`src/rtl/shop_purchase_ctrl.sv`:
```
//-----------------------------------------------------------------------------
// shop_purchase_ctrl
//
// Purchase sequencer between a debounced buy button and a wallet. A buy
// request in IDLE captures the price (base item cost scaled by wallet level),
// issues a single-cycle purchase strobe, then waits up to 8 cycles for the
// wallet to confirm. The result is kept in sticky lastOk/lastFail flags, and
// successful purchases are counted (saturating at 255).
//
// Build option:
//   SHOP_COOLDOWN_EN  defined   -> 16-cycle COOL state after every WAIT exit
//                     undefined -> WAIT returns straight to IDLE
//
// Ports:
//   Clk          in   system clock, rising edge
//   Reset        in   synchronous, active-high reset
//   buyBtn       in   single-cycle buy request (ignored while busy)
//   itemSel      in   [1:0] item index, sampled when buyBtn is accepted
//   walletLevel  in   [1:0] wallet level, sampled with itemSel
//   purchase     out  one-cycle purchase strobe (ISSUE state only)
//   unitCost     out  [11:0] price shown to the wallet, stable ISSUE..WAIT
//   buySucc      in   wallet success pulse, honoured only in WAIT
//   busy         out  high in every state except IDLE
//   lastOk       out  sticky: most recent transaction succeeded
//   lastFail     out  sticky: most recent transaction timed out
//   buyCount     out  [7:0] successful purchases, saturating
//-----------------------------------------------------------------------------
module shop_purchase_ctrl (
  input  logic        Clk,
  input  logic        Reset,
  input  logic        buyBtn,
  input  logic [1:0]  itemSel,
  input  logic [1:0]  walletLevel,
  output logic        purchase,
  output logic [11:0] unitCost,
  input  logic        buySucc,
  output logic        busy,
  output logic        lastOk,
  output logic        lastFail,
  output logic [7:0]  buyCount
);

  typedef enum logic [1:0] {
    IDLE  = 2'd0,
    ISSUE = 2'd1,
    WAIT  = 2'd2,
    COOL  = 2'd3
  } state_t;

`ifdef SHOP_COOLDOWN_EN
  localparam state_t WAIT_EXIT = COOL;
`else
  localparam state_t WAIT_EXIT = IDLE;
`endif

  state_t      state;
  state_t      next_state;
  logic [2:0]  wait_cnt;      // WAIT cycles elapsed, 0 on the first WAIT cycle
  logic        accept;        // buy request taken this cycle
  logic        succ_evt;      // wallet confirmed inside the WAIT window
  logic        tmo_evt;       // 8th WAIT cycle passed without confirmation
  logic [6:0]  base_cost;
  logic [2:0]  level_mult;
  logic [11:0] new_cost;
`ifdef SHOP_COOLDOWN_EN
  logic [3:0]  cool_cnt;      // COOL cycles elapsed, 0 on the first COOL cycle
`endif

  // Price of the request currently on the inputs.
  always_comb begin
    base_cost = 7'd10;
    case (itemSel)
      2'd0:    base_cost = 7'd10;
      2'd1:    base_cost = 7'd25;
      2'd2:    base_cost = 7'd50;
      default: base_cost = 7'd100;
    endcase
  end

  assign level_mult = {1'b0, walletLevel} + 3'd1;
  assign new_cost   = 12'(base_cost) * 12'(level_mult);  // max 100*4 = 400

  // NOTE: sequential state uses non-blocking assignments so every register
  // samples the pre-edge values regardless of block ordering.
  always_ff @(posedge Clk) begin
    if (Reset) state <= IDLE;
    else       state <= next_state;
  end

  // NOTE: every output of this block gets a default before the case, so no
  // path leaves a signal unassigned and no latch is inferred.
  always_comb begin
    next_state = state;
    purchase   = 1'b0;
    busy       = 1'b1;
    accept     = 1'b0;
    succ_evt   = 1'b0;
    tmo_evt    = 1'b0;
    case (state)
      IDLE: begin
        busy = 1'b0;
        if (buyBtn) begin
          accept     = 1'b1;
          next_state = ISSUE;
        end
      end
      ISSUE: begin
        purchase   = 1'b1;
        next_state = WAIT;
      end
      WAIT: begin
        // Success wins over a timeout landing in the same cycle.
        if (buySucc) begin
          succ_evt   = 1'b1;
          next_state = WAIT_EXIT;
        end else if (wait_cnt == 3'd7) begin
          tmo_evt    = 1'b1;
          next_state = WAIT_EXIT;
        end
      end
      COOL: begin
`ifdef SHOP_COOLDOWN_EN
        if (cool_cnt == 4'd15) next_state = IDLE;
`else
        next_state = IDLE;
`endif
      end
      default: next_state = IDLE;
    endcase
  end

  // Datapath: price latch, timeout counter, result flags, purchase counter.
  always_ff @(posedge Clk) begin
    if (Reset) begin
      unitCost <= 12'd0;
      wait_cnt <= 3'd0;
      lastOk   <= 1'b0;
      lastFail <= 1'b0;
      buyCount <= 8'd0;
    end else begin
      if (accept) unitCost <= new_cost;

      // ISSUE always precedes WAIT, so clearing here zeroes the count on entry.
      if (state == ISSUE)     wait_cnt <= 3'd0;
      else if (state == WAIT) wait_cnt <= wait_cnt + 3'd1;

      if (succ_evt) begin
        lastOk   <= 1'b1;
        lastFail <= 1'b0;
        if (buyCount != 8'hFF) buyCount <= buyCount + 8'd1;
      end else if (tmo_evt) begin
        lastOk   <= 1'b0;
        lastFail <= 1'b1;
      end
    end
  end

`ifdef SHOP_COOLDOWN_EN
  always_ff @(posedge Clk) begin
    if (Reset)              cool_cnt <= 4'd0;
    else if (state == WAIT) cool_cnt <= 4'd0;
    else if (state == COOL) cool_cnt <= cool_cnt + 4'd1;
  end
`endif

endmodule

```
`config.mk`:
```
export PLATFORM = sky130hd
export DESIGN_NAME = shop_purchase_ctrl
export DESIGN_NICKNAME = d
export VERILOG_FILES = /design/src/rtl/shop_purchase_ctrl.sv
export SDC_FILE = /design/constraint.sdc
export NUM_CORES = 1
export LEC_CHECK = 0
export BUFFER_PORTS_ARGS = -buffer_cell sky130_fd_sc_hd__buf_2
export CORE_ASPECT_RATIO = 0.6
export CORE_MARGIN = 10
export CORE_UTILIZATION = 55
export CTS_CLUSTER_SIZE = 25
export DETAILED_ROUTE_END_ITERATION = 10
export PLACE_DENSITY_LB_ADDON = 0.25
export SLEW_MARGIN = 30
export SYNTH_ARGS = -nofsm -noshare
export SYNTH_HDL_FRONTEND = slang
export SYNTH_SLANG_ARGS = --single-unit
```
`constraint.sdc`:
```
create_clock -name Clk -period 3.2 [get_ports Clk]
set_input_delay 0.32 -clock Clk [delete_from_list [all_inputs] [get_ports Clk]]
set_output_delay 0.32 -clock Clk [all_outputs]
set_load 0.05 [all_outputs]
```
==> metrics.yaml, run 1 <==
die_y_um: 63.7
status: "complete, no violations"
drv_slew: 0
leakage_uw: 0.000965
insertion_delay_ns: 0.27
cts_tree: "yes"
synth_edf_count: 0
synth_area_leaders: "dfxtp_1 29%, ha_1 13%, fa_1 6.9%"
reg2regPathDepth: 3
path_clk_slew_ns: 0.09
endpoint: "unitCost[7]$_SDFFE_PP0P_"
vias: 1486
wl_per_cell_um: 13.3
finalSetupViolCount: 0
synth_cell_types: 48
die_area_um2: 5920
diodes: 0
grt_pass1_vias: 1388
ys_async_sr_fraction_pct: 0
fin_cells: 277
hold_path_class: "input port to flip-flop"
yosysSeqAreaShare_pct: 28.6
timing.rr.start: "state[0]$_SDFFE_PP0P_"
synth_area_per_cell_um2: 8.46
reg2reg_slack_ns: 1.46
start_kind: "input port"
multi_input_area_um2: 1140
initial_utilization_pct: 59.1
gp_congestion: 0.855
critical_path_class: "input port to flip-flop"
rsz0062_at_grt: "no"
maxCapViolations: 0
seq_area_um2: 500
firstDrtPassIters: 4
tns_ns: 0
grt_pass1_wl_um: 6380
synthFlopType: "dfxtp_1"
clock_skew_ns: 0.00508
cts_buffers: 3
netlist_area_um2: 1750
drive_gt1_share_pct: 17.0
dp.cells: 273
totalWireLength_um: 3700
grt_max_degree: 36
ys_top_cells_by_count: "25 x dfxtp_1, 23 x nand2_1, 18 x ha_1, 18 x nor2_1, 16 x inv_1"
grt.overflow.total: 0
r2r-end: "unitCost[6]$_SDFFE_PP0P_"
root_buffer: "clkbuf_8"
io_pins: 32
syn_to_final_growth_pct: 12.6
io_buffers: 29
fin_ws_ns: 0.256
dpl_worst_slack_ns: 0.0265
end_kind: "flip-flop"
cts_hold_buf: 0
synth-seq-cells: 25
synth_top_area_share_pct: 28.6
cp.required_ns: 3.35
via_per_inst: 5.36
ant_nets: 0
yosysMostFrequentCell: "dfxtp_1"
netlist.top_cell.by_area: "dfxtp_1"
grt_antenna_before_repair: 0
row_count: 15
hold_viol: 0
cp_max_fo: 5
fp.dieW_um: 92.9
arrival_ns: 3.09
period_needed_ns: 2.94
synth_cells: 207
core_um2: 2970
fmax_mhz: 340
dp_hpwl_um: 2970
grt.total_usage_pct: 12.6
ir_worst_vdd_mv: 0.299
final_nets: 268
cp-startpoint: "itemSel[0]"
cts_resized: 0
cts.sink_count: 25
post_cts_buffers: 0
htree_levels: 1
p_per_area_nw_per_um2: 370
power.total_uw: 729
worst_pin_slew_ns: 0.573
nFillCells: 257
drt_iter0_drc: 72
clock_path_buffers: 2
finalCritPeriodShare_pct: 92.0
yosysWarningCount: 0
max_slew_margin_pct: 61.8
remaining_drc_errors: 0
[per-layer routing]
layer  vias to the layer above  GRT usage (%)  routed length [µm]
met4                         0           1.72                  13
met1                       681           18.2                2000
met5                         -              0                   0
met3                         2           4.96                 255
met2                        33           17.2                1430
li1                        770              -                   -
[power breakdown]
part           leakage, µW  switching (µW)  internal [µW]  total [µW]
Combinational     0.000737             141           67.7         209
Sequential        0.000203            10.5            325         335
Clock            0.0000255            98.6           87.0         186
Total             0.000965             250            479         729
[cell type report]
class / instances / area share [%]
clock buffer: 3 / 2.09
multi-input combinational: 158 / 58.1
inverter: 16 / 3.05
timing repair buffer: 32 / 8.50
sequential: 25 / 25.4
tap: 42 / 2.66
clock inverter: 1 / 0.254
[registers in the layout, indices dropped and copies added (netlist names)]
name,cells
state,2
lastFail,1
unitCost,10
lastOk,1
wait_cnt,3
buyCount,8
[worst min path at each step]
stage | start | end | slack (ns) | cells past startpoint
finish | buySucc | state[1]$_SDFFE_PP0P_ | 0.35 | 3
global route | buySucc | state[1]$_SDFFE_PP0P_ | 0.39 | 3
CTS | buySucc | state[1]$_SDFFE_PP0P_ | 0.34 | 3
detailed placement | unitCost[3]$_SDFFE_PP0P_ | unitCost[3]$_SDFFE_PP0P_ | 0.45 | 2
global placement | unitCost[0]$_SDFFE_PP0P_ | unitCost[0]$_SDFFE_PP0P_ | 0.44 | 2
floorplan | wait_cnt[1]$_SDFFE_PP0P_ | wait_cnt[1]$_SDFFE_PP0P_ | 0.45 | 2
[layout by cell type (no fill, tap or decap), types with 2 or more instances in the layout]
| master | count |
|---|---|
| a21o_1 | 2 |
| nand2_1 | 23 |
| nor4_1 | 2 |
| a21oi_1 | 13 |
| mux2i_1 | 3 |
| o21ai_0 | 3 |
| conb_1 | 2 |
| ha_1 | 18 |
| or3_1 | 2 |
| nor4b_1 | 4 |
| xor2_1 | 3 |
| buf_4 | 3 |
| and3_1 | 2 |
| fa_1 | 6 |
| nand2b_1 | 5 |
| nor2_1 | 18 |
| clkbuf_8 | 3 |
| o211ai_1 | 3 |
| nor3_1 | 3 |
| inv_1 | 16 |
| or4_1 | 2 |
| nand3b_1 | 4 |
| o21a_1 | 2 |
| mux2_2 | 2 |
| a211oi_1 | 4 |
| buf_2 | 29 |
| and2_1 | 4 |
| dfxtp_1 | 25 |
| nor2b_1 | 2 |
| o21bai_1 | 2 |
| nand3_1 | 9 |
[worst max-delay path, cell delays in order]
cell	delay, ns
buf_2	0.13
inv_1	0.09
ha_1	0.20
nor2_1	0.06
or3_1	0.32
fa_1	0.48
inv_1	0.06
ha_1	0.31
a21oi_1	0.22
o211ai_1	0.20
nor4b_1	0.18
or4_1	0.51
[cells by family after synthesis]
logic type | count (synthesis) | synth area share (%)
other | 1 | 0.214
xor gates and xnor gates | 4 | 2.00
adders and majority gates | 24 | 19.7
buffers and inverters | 25 | 6.28
DFF | 25 | 28.6
and+or+nand+nor | 88 | 27.2
AOI/OAI and AO/OA | 35 | 13.0
muxes | 5 | 3.00
[metrics by stage]
step           area (µm²)  utilization [%]  hold WS, ns
2_1_floorplan        1760                -        0.452
3_3_place_gp         1930             64.9        0.441
3_5_place_dp         1930             64.9        0.446
4_1_cts              1970             66.5        0.341
5_1_grt              1970             66.5        0.386
6_report             1970             66.5        0.350
Power figures use the tool's default switching activity.
==> run 2: changes to the inputs <==
--- a/config.mk
+++ b/config.mk
@@ -11,7 +11,7 @@
 export CORE_UTILIZATION = 55
 export CTS_CLUSTER_SIZE = 25
 export DETAILED_ROUTE_END_ITERATION = 10
-export PLACE_DENSITY_LB_ADDON = 0.25
+export PLACE_DENSITY = 0.79
 export SLEW_MARGIN = 30
 export SYNTH_ARGS = -nofsm -noshare
 export SYNTH_HDL_FRONTEND = slang
==> run 2 against run 1 <==
Clock skew is 0.0011 ns higher. Worst setup slack worse by 0.013 ns. Largest cell class unchanged. Non-clock buffer count fell by 1. Final cell count down 0.36%. Sequential cell count unchanged. Critical path depth did not move. Cell area down 0.44%. Wire length increased by 1.0%.
==> metrics.yaml, run 2 (synthesis gave the netlist of run 1 again) <==
wl_met2_um: 1480
final_common_cell: "buf_2"
largest_register: "unitCost"
rsz0062_at_grt: "no"
finalCritPeriodShare_pct: 92.4
die_y_um: 63.7
worst_pin_slew_ns: 0.570
remaining_drc_errors: 0
fmax_mhz: 338
gp_congestion: 0.885
start_kind: "input port"
dp_hpwl_um: 2930
p_sw_uw: 250
tns_ns: 0
cts_tree: "yes"
cp_max_fo: 5
maxCapViolations: 0
internal_power_uw: 479
hold_path_class: "input port to flip-flop"
critical_path_class: "input port to flip-flop"
arrival_ns: 3.10
diodes: 0
vias: 1483
grt_antenna_before_repair: 0
final_nets: 267
via_per_inst: 5.37
seqPwrFrac_pct: 45.9
wl_met3_um: 336
clock_skew_ns: 0.00614
p_per_area_nw_per_um2: 371
grt_pass1_vias: 1371
cts_hold_buf: 0
wl_per_cell_um: 13.5
drive_gt1_share_pct: 16.2
grt.overflow.total: 0
ant_nets: 0
io_pins: 32
grt_max_degree: 36
slowest_delay_ns: 0.51
root_buffer: "clkbuf_8"
whs_ns: 0.355
grt.total_usage_pct: 12.6
path_clk_slew_ns: 0.09
met1Wirelength_um: 1900
row_count: 15
finalSetupViolCount: 0
htree_levels: 1
insertion_delay_ns: 0.27
syn_to_final_growth_pct: 12.1
critPathSlowestCell: "or4_1"
period_needed_ns: 2.96
reg_top3: "unitCost (10), buyCount (8), wait_cnt (3)"
grt_pass1_wl_um: 6320
cts.sink_count: 25
firstDrtPassIters: 4
core_um2: 2970
initial_utilization_pct: 59.1
combPwrFrac_pct: 28.5
crit_chain: "buf_2 -> inv_1 -> ha_1 -> nor2_1 -> or3_1 -> fa_1 -> inv_1 -> ha_1 -> a21oi_1 -> o211ai_1 -> nor4b_1 -> or4_1"
die_area_um2: 5920
routed.top_layer: "met4"
final_cell_mix: "29 x buf_2, 25 x dfxtp_1, 23 x nand2_1"
ir_worst_vdd_mv: 0.263
hold_viol: 0
max_slew_margin_pct: 62.0
drt_iter0_drc: 99
status: "complete, no violations"
nFillCells: 269
clock_path_buffers: 2
clock_power_share_pct: 25.5
leakage_uw: 0.000957
fp.dieW_um: 92.9
largest_reg_flops: 10
totalWireLength_um: 3730
end_kind: "flip-flop"
post_cts_buffers: 0
p_sw_share_pct: 34.3
cts_buffers: 3
cts_resized: 0
cp.required_ns: 3.34
io_buffers: 29
drv_slew: 0
-- run 2: stage by stage --
step                      instance area (µm²)  worst slack [ns]  utilization (%)  power, µW  cells
final                                    1960             0.243             66.2        729    276
after CTS                                1960             0.274             66.2        734    276
after global routing                     1960            0.0519             66.2        771    276
after floorplan                          1760             0.356                -        505    208
after global placement                   1920             0.108             64.7        544    272
after detailed placement                 1920           0.00479             64.7        549    272
-- run 2: worst max-delay path, delay by kind of cell --
family / cells / cell delay [ns]
simple gates: 4 / 1.08
buf+inv: 3 / 0.28
compound gates: 2 / 0.43
fa+ha+maj: 3 / 0.97
-- run 2: final cells by class --
| type | count | area, µm² | area share, % |
|---|---|---|---|
| Inverter | 16 | 60.1 | 3.06 |
| Sequential cell | 25 | 500 | 25.5 |
| Multi-Input combinational cell | 158 | 1140 | 58.3 |
| Tap cell | 42 | 52.6 | 2.68 |
| Timing Repair Buffer | 31 | 160 | 8.16 |
| Clock buffer | 4 | 45.0 | 2.29 |
-- run 2: power groups by stage --
stage               logic, µW  clock network, µW  registers, µW
finish                    208                186            335
global placement          203                  0            342
CTS                       208                192            335
detailed placement        207                  0            342
global route              231                204            337
floorplan                 128                  0            377
-- run 2: path summary, 6_finish.rpt --
check                                start                       end  slack (ns)  cells past startpoint
setup / recovery                itemSel[0]  unitCost[7]$_SDFFE_PP0P_        0.24                     12
hold / removal                     buySucc     state[1]$_SDFFE_PP0P_        0.35                      3
hold reg to reg   unitCost[0]$_SDFFE_PP0P_  unitCost[0]$_SDFFE_PP0P_        0.45                      2
setup reg to reg     state[1]$_SDFFE_PP0P_  unitCost[7]$_SDFFE_PP0P_        1.43                      3
-- run 2: metal layers --
layer	global-route usage [%]	vias to the layer above
li1	-	769
met1	17.6	649
met3	4.96	5
met2	17.7	60
met5	0	-
met4	2.11	0
